===== src/rtl/bcd_cnt_pkg.sv =====
// ----------------------------------------------------------------------------
// bcd_cnt_pkg
// Shared constants and helpers for the cascaded BCD up/down counter.
//   DIGIT_W      : width of one BCD digit
//   BCD_MAX      : largest legal digit value
//   BCD_MIN      : smallest legal digit value
//   bcd_sanitize : maps an illegal nibble (10..15) to BCD_MIN
// ----------------------------------------------------------------------------
package bcd_cnt_pkg;

    localparam int DIGIT_W = 4;

    localparam logic [DIGIT_W-1:0] BCD_MAX = 4'd9;
    localparam logic [DIGIT_W-1:0] BCD_MIN = 4'd0;

    // Non-BCD nibbles load as zero so the counter never holds an illegal code.
    function automatic logic [DIGIT_W-1:0] bcd_sanitize(input logic [DIGIT_W-1:0] d);
        return (d > BCD_MAX) ? BCD_MIN : d;
    endfunction

endpackage


===== src/rtl/bcd_digit.sv =====
// ----------------------------------------------------------------------------
// bcd_digit
// One BCD digit of the up/down counter chain.
// Ports:
//   clk   : system clock, rising edge
//   rst   : asynchronous active-high reset, clears the digit to 0
//   adv   : counting edge for the whole chain (tick & enable, already gated)
//   up    : direction, 1 = increment, 0 = decrement
//   cin   : carry/borrow in; high when every lower digit is at its limit
//   load  : synchronous parallel load, overrides counting
//   data  : load value (illegal nibbles load as 0)
//   q     : current digit value
//   term  : terminal out; cin and this digit at its limit (9 up / 0 down)
// ----------------------------------------------------------------------------
module bcd_digit
    import bcd_cnt_pkg::*;
(
    input  logic               clk,
    input  logic               rst,
    input  logic               adv,
    input  logic               up,
    input  logic               cin,
    input  logic               load,
    input  logic [DIGIT_W-1:0] data,
    output logic [DIGIT_W-1:0] q,
    output logic               term
);

    logic at_limit;

    assign at_limit = up ? (q == BCD_MAX) : (q == BCD_MIN);

    // Terminal ripples up the chain: a digit is "through" only if all
    // lower digits are also at their limit.
    assign term = cin & at_limit;

    always_ff @(posedge clk or posedge rst) begin
        if (rst) begin
            q <= BCD_MIN;
        end else if (load) begin
            q <= bcd_sanitize(data);
        end else if (adv && cin) begin
            if (up) begin
                q <= at_limit ? BCD_MIN : q + 4'd1;
            end else begin
                q <= at_limit ? BCD_MAX : q - 4'd1;
            end
        end
    end

endmodule


===== src/rtl/bcd_updown_cnt.sv =====
// ----------------------------------------------------------------------------
// bcd_updown_cnt
// Cascaded BCD up/down counter advanced by an internal clock-enable divider
// (no derived clocks; everything runs on CLK_50).
// Parameters:
//   DIGITS  : number of BCD digits (1..8)
//   DIV_LEN : tick period in CLK_50 cycles (1..2^26)
// Ports:
//   CLK_50 : system clock, rising edge
//   RST    : asynchronous active-high reset
//   EN     : count enable, only meaningful on tick cycles
//   UP     : direction, 1 = increment, 0 = decrement
//   LOAD   : synchronous parallel load, priority over counting, restarts divider
//   DATA   : BCD load value, digit 0 in [3:0]
//   DOUT   : registered BCD count, digit 0 in [3:0]
//   COUT   : combinational terminal count (all 9s up / all 0s down) & EN
//   TICK   : registered one-cycle divider strobe
// Build option:
//   BCD_SAT_EN : when defined, the counter saturates at all-9s / all-0s
//                instead of wrapping.
// ----------------------------------------------------------------------------
module bcd_updown_cnt
    import bcd_cnt_pkg::*;
#(
    parameter int DIGITS  = 4,
    parameter int DIV_LEN = 50_000_000
) (
    input  logic                    CLK_50,
    input  logic                    RST,
    input  logic                    EN,
    input  logic                    UP,
    input  logic                    LOAD,
    input  logic [DIGIT_W*DIGITS-1:0] DATA,
    output logic [DIGIT_W*DIGITS-1:0] DOUT,
    output logic                    COUT,
    output logic                    TICK
);

`ifdef BCD_SAT_EN
    localparam bit SAT = 1'b1;
`else
    localparam bit SAT = 1'b0;
`endif

    localparam int DIV_W = (DIV_LEN > 1) ? $clog2(DIV_LEN) : 1;
    localparam logic [DIV_W-1:0] DIV_LAST = DIV_W'(DIV_LEN - 1);

    logic [DIV_W-1:0] div_cnt;
    logic [DIGITS:0]  chain;
    logic             all_term;
    logic             adv;

    // ------------------------------------------------------------------
    // Divider: counts 0..DIV_LEN-1; TICK is registered so it is high in
    // the cycle after the counter sits at DIV_LEN-1. A load restarts the
    // period so the next tick is a full DIV_LEN cycles away.
    // ------------------------------------------------------------------
    always_ff @(posedge CLK_50 or posedge RST) begin
        if (RST) begin
            div_cnt <= '0;
            TICK    <= 1'b0;
        end else if (LOAD) begin
            div_cnt <= '0;
            TICK    <= 1'b0;
        end else begin
            TICK    <= (div_cnt == DIV_LAST);
            div_cnt <= (div_cnt == DIV_LAST) ? '0 : div_cnt + 1'b1;
        end
    end

    // ------------------------------------------------------------------
    // Digit chain. Digit 0 always has its carry/borrow-in asserted; the
    // terminal out of the top digit says the whole count is at its limit.
    // ------------------------------------------------------------------
    assign chain[0] = 1'b1;
    assign all_term = chain[DIGITS];

    // In saturating builds the limit simply blocks the advance.
    assign adv = TICK & EN & ~(SAT & all_term);

    assign COUT = EN & all_term;

    for (genvar i = 0; i < DIGITS; i++) begin : g_digit
        bcd_digit u_digit (
            .clk  (CLK_50),
            .rst  (RST),
            .adv  (adv),
            .up   (UP),
            .cin  (chain[i]),
            .load (LOAD),
            .data (DATA[DIGIT_W*i +: DIGIT_W]),
            .q    (DOUT[DIGIT_W*i +: DIGIT_W]),
            .term (chain[i+1])
        );
    end

endmodule


===== config.mk =====
export PLATFORM = sky130hd
export DESIGN_NAME = bcd_updown_cnt
export DESIGN_NICKNAME = d
export VERILOG_FILES = /design/src/rtl/bcd_cnt_pkg.sv /design/src/rtl/bcd_digit.sv /design/src/rtl/bcd_updown_cnt.sv
export SDC_FILE = /design/constraint.sdc
export NUM_CORES = 1
export LEC_CHECK = 0
export ABC_AREA = 1
export BUFFER_PORTS_ARGS = -buffer_cell sky130_fd_sc_hd__buf_2
export CAP_MARGIN = 20
export CORE_UTILIZATION = 53
export CTS_CLUSTER_DIAMETER = 80
export DETAILED_ROUTE_END_ITERATION = 12
export PLACE_DENSITY_LB_ADDON = 0.1
export SYNTH_ARGS = -nofsm -noshare
export SYNTH_HDL_FRONTEND = slang
export SYNTH_HIERARCHICAL = 1
export SYNTH_SLANG_ARGS = --single-unit

===== constraint.sdc =====
create_clock -name CLK_50 -period 1.94 [get_ports CLK_50]
set_input_delay 0.388 -clock CLK_50 [delete_from_list [all_inputs] [get_ports CLK_50]]
set_output_delay 0.388 -clock CLK_50 [all_outputs]
set_load 0.01 [all_outputs]

# --- Yosys cells after proc, flatten, opt, wreduce, memory -nomap -nowiden ---
# Cells that the tools add are included.
classes:
  n_addsub: 9
  order_cmp: 4
  eq_ne: 5
  muxes: 31
  n_bitwise: 5
  reduce_logical: 11
ops:
  columns: ["cell", "count"]
  rows:
  - ["4-bit two-way mux", 24]
  - ["26-bit two-way mux", 2]
  - ["26-bit by 1-bit adder with 26-bit output (second input constant)", 1]
  - ["26-bit equality test (second input constant)", 1]
  - ["4-bit by 1-bit adder with 4-bit output (second input constant)", 4]
  - ["4-bit equality test (second input constant)", 4]
  - ["4-bit greater-than comparator (second input constant)", 4]
  - ["4-bit zero test", 4]
  - ["4-bit by 1-bit subtractor with 4-bit output (second input constant)", 4]
  - ["2-bit nonzero test", 4]
  - ["1-bit AND", 5]
  - ["1-bit two-way mux", 5]
  - ["1-bit logical AND", 3]
word_totals:
  reg_bits: 43
  in_bits: 21
  out_inout_bits: 18

# --- Depth between registers and ports, before layout ---
depth:
  word_depth: 7
  depth_mapped: 14
  depth_no_buf: 14

# --- Modules after synthesis ---
# The synthesis kept the hierarchy.
modules_own_cells:
  columns: ["module", "instances", "cells_each", "area_per_inst_um2"]
  rows:
  - ["bcd_updown_cnt", 1, 249, 1675.4]
  - ["bcd_digit", 4, 63, 401.6]

# --- Worst setup path after synthesis ---
# Ideal clock, no wire load.
synth_path:
  kind: "register to output"
  from: "register g_digit[0].u_digit.q[0]"
  to: "output port COUT"
  t_arrival_ns: 1.625
  required_ns: 1.552
  setup_slack_ns: -0.073
  path_stages_with_launch: 15
  n_path_buf: 0
  cell_sequence: "dfrtp_1 inv_1 ha_1 nand3_1 nand2_1 nand2_1 nor2_1 inv_1 nor2_1 inv_1 nor2_1 inv_1 nor2_1 nand2_1 inv_1"
synth_via:
  elab_chain_len: 6
  elab_cells_between_ends: 7
  cone_classes: "eq/ne: 1; mux: 1; bitwise: 4; reduce/logical: 1"
synth_lines:
  columns: ["element", "line", "rtl"]
  rows:
  - ["start: declaration", "bcd_digit.sv:25", "output logic [DIGIT_W-1:0] q,"]
  - ["start signal: assignment", "bcd_digit.sv:41", "q <= bcd_sanitize(data);"]
  - ["start signal: assignment", "bcd_digit.sv:44", "q <= at_limit ? BCD_MIN : q + 4'd1;"]
  - ["start signal: assignment", "bcd_digit.sv:46", "q <= at_limit ? BCD_MAX : q - 4'd1;"]
  - ["4-bit equality test / 4-bit zero test (equally long branches)", "bcd_digit.sv:31", "assign at_limit = up ? (q == BCD_MAX) : (q == BCD_MIN);"]
  - ["1-bit two-way mux *", "bcd_digit.sv:31", null]
  - ["named net chain[1]", "bcd_updown_cnt.sv:49", "logic [DIGITS:0] chain;"]
  - ["1-bit AND *", "bcd_digit.sv:35", "assign term = cin & at_limit;"]
  - ["named net chain[2]", "bcd_updown_cnt.sv:49", null]
  - ["1-bit AND *", "bcd_digit.sv:35", null]
  - ["named net chain[3]", "bcd_updown_cnt.sv:49", null]
  - ["1-bit AND *", "bcd_digit.sv:35", null]
  - ["named net all_term", "bcd_updown_cnt.sv:50", "logic all_term;"]
  - ["1-bit AND *", "bcd_updown_cnt.sv:81", "assign COUT = EN & all_term;"]
  - ["end: declaration", "bcd_updown_cnt.sv:35", "output logic COUT,"]
# The timed path passes the listed nets; every way through them passes the cells marked *.

# --- Final worst setup path ---
layout_path:
  from: "register g_digit[0].u_digit.q[1]"
  to: "output port COUT"
# Same word-level chain as after synthesis.

==> metrics.txt <==
Max-slew headroom=64.4%; CP Capture Type=output port; crit path max fanout=2; count leader, synth=nand2_1; count of final hold-check violations=0; Routed Antenna Nets=0; Worst-Margin Slew=0.533 ns; Core ar.=5960 sq um; first-pass GRT wire length=13800 um; GPL Wtd Cong=0.894; final core occ=70.1%; CTS root buf=clkbuf_8; crit path launch type=register; area post-placement=3820 sq um; routed wire length=8260 um; Fillers=501; die area=6510 sq um; FF-to-FF Start=g_digit[1].u_digit/q[0]; PwrDens=619 nW/um^2; r2r endpoint=g_digit[3].u_digit/q[1]; largest net degree at the start of global routing=26; Iter 0 DRT Violations=142; CTS tree=built; post-route cell area=4180 sq um; P&R area growth vs syn=27.3%; wire per inst=12.4 um; initial antenna violation count=0; clock network latency to the later pin of the worst-skew pair=0.30 ns; top cells by area, synth=dfrtp_1 33%, nand2_1 16%, nor2_1 11%; CTS Buffer Depth=2; Global Route Usage Sum=27.4%; DRC=0; CTS sink cnt=43; Worst Reg-to-Reg Cells=16; Pleak=2.08 nW; setup slack, reg-to-reg=-0.14 ns; post-place setup slack=-0.171 ns; Critical Path AT=1.90 ns; I/O Pins=39; share of cells above drive strength 1=25.5%; Clock Pin Slew Worst Setup and Hold Paths=0.08 ns; failing checks=setup timing; DRT Pass-1 Iters=5; Initial Util=55.1%; Yosys Warn Count=6; CP Class=reg -> out; fin crit period=2.29 ns; Congestion Overflow GR=0; Critical Path RT=1.55 ns; Final Cycle Share=118%; CTS Hold Buffers Added=0; Synth Cell Area=3280 sq um; Die H=80.7 um; RSZ-0062 raised after global routing=true; FF+latch count, synth=43; layout net count=626; Yosys top cell by area=dfrtp_1; Max Clk Rate=0.437 GHz; Clock Skews=0.00753 ns; maxcap violations=0; placed cells=646; ys flop type=dfrtp_1; sequential area share after synthesis=32.8%; Site Rows=28; number of vias per cell=5.10; via count=3410; dpl hpwl=6110 um; Distinct cells, synth=27; VDD IR max=0.492 mV; H-tree levels=2; number of global-route vias before repair=3228; final cell count without fillers=668; final setup violation count=5; Antenna Cells=0; HP Class=in -> async; top-area cell type share of the netlist area=32.8%; Post-Syn Instances=501; Mean Syn Cell Area=6.55 sq um; CTS buffer count=5; Fin Hold WS=0.0163 ns; IO Port Bufs=38; Max Slew Vio Count=0; Synth top cells by count=144 x nand2_1, 93 x nor2_1, 67 x inv_1, 43 x dfrtp_1, 35 x nand3_1; number of flops mapped to enable cells by yosys=0; share of flip-flops with an asynchronous set or reset=100%; status=finished, violations left; DIE WIDTH=80.7 um; fin worst setup slack=-0.347 ns
## cell type report
cell class / instances / area [sq um] / share of cell area, %
timing repair buffer: 85 / 581 / 13.9
tap: 75 / 93.8 / 2.25
inverter: 71 / 269 / 6.44
sequential: 43 / 1080 / 25.8
clock buffer: 6 / 82.6 / 1.98
clock inverter: 2 / 35.0 / 0.839
multi-input combinational: 386 / 2040 / 48.8
## worst max path at each step
stage                            startpoint   end  slack, ns
floorplan           g_digit[0].u_digit/q[0]  COUT      0.003
global placement    g_digit[0].u_digit/q[0]  COUT      -0.15
detailed placement  g_digit[0].u_digit/q[0]  COUT      -0.17
CTS                 g_digit[0].u_digit/q[0]  COUT      -0.41
global route        g_digit[0].u_digit/q[1]  COUT      -0.45
finish              g_digit[0].u_digit/q[1]  COUT      -0.35
## repair_timing
| item | 4_1_cts | 5_1_grt |
|---|---|---|
| gates resized for setup | 16 | 18 |
| endpoints found under the setup margin | 4 | 9 |
| buffers inserted | 18 | 3 |
| pin swaps | 12 | 13 |
## placed cells by master (no fill, tap or decap), drive strengths merged
cell type	count
bufinv	1
a21oi	13
nand4	4
o21ai	18
and2	1
nand3	39
nand2	153
o21bai	1
a31oi	12
dfrtp	43
nor3	5
ha	13
xor2	13
conb	2
buf	85
xnor2	6
clkinv	1
clkbuf	6
nor2	105
and3	1
inv	71
## layer usage
layer | wire length [um] | vias up | track usage [%]
met5 | 0 | - | 0
met4 | 183 | 0 | 10.2
met3 | 329 | 19 | 4.09
met2 | 4240 | 96 | 49.8
met1 | 3510 | 1553 | 32.2
li1 | - | 1742 | -
## through the flow
step           power (mW)  TNS [ns]
2_1_floorplan        1.47         0
5_1_grt              2.75     -1.33
3_3_place_gp         1.75    -0.207
3_5_place_dp         1.77    -0.408
4_1_cts              2.56     -1.34
6_report             2.59    -0.769
## critical path, stage by stage, from the launching register on
cell	delay [ns]
dfrtp_2	0.43
inv_4	0.09
ha_4	0.14
nand3_4	0.08
nand2_4	0.10
nand2_4	0.06
nor2_4	0.09
inv_2	0.05
nor2_4	0.09
inv_2	0.06
nor2_4	0.08
inv_1	0.05
nor2_1	0.09
nand2_1	0.06
inv_2	0.05
buf_6	0.09
## report_power, final
| part | switching [mW] | internal [mW] | total [mW] | leakage [nW] |
|---|---|---|---|---|
| combinational | 0.466 | 0.369 | 0.835 | 1.46 |
| sequential | 0.0702 | 0.954 | 1.02 | 0.562 |
| clock | 0.309 | 0.417 | 0.726 | 0.0612 |
## cells by family (layout without fill, tap and decap cells)
kind of cell / Yosys count / in the layout / synth area share (%)
flip-flops: 43 / 43 / 32.8
AO/OA/AOI/OAI: 44 / 44 / 8.16
XOR/XNOR: 19 / 19 / 5.07
adder cells (fa/ha/maj): 13 / 13 / 4.96
buffers and inverters: 73 / 164 / 8.58
other: 1 / 2 / 0.114
AND/OR/NAND/NOR: 308 / 308 / 40.3
## state kept, by name, indices dropped and copies added, names as in the netlist
signal	flops
div_cnt	26
g_digit.u_digit/q	16
TICK	1
(Power assumes the default switching activity.)
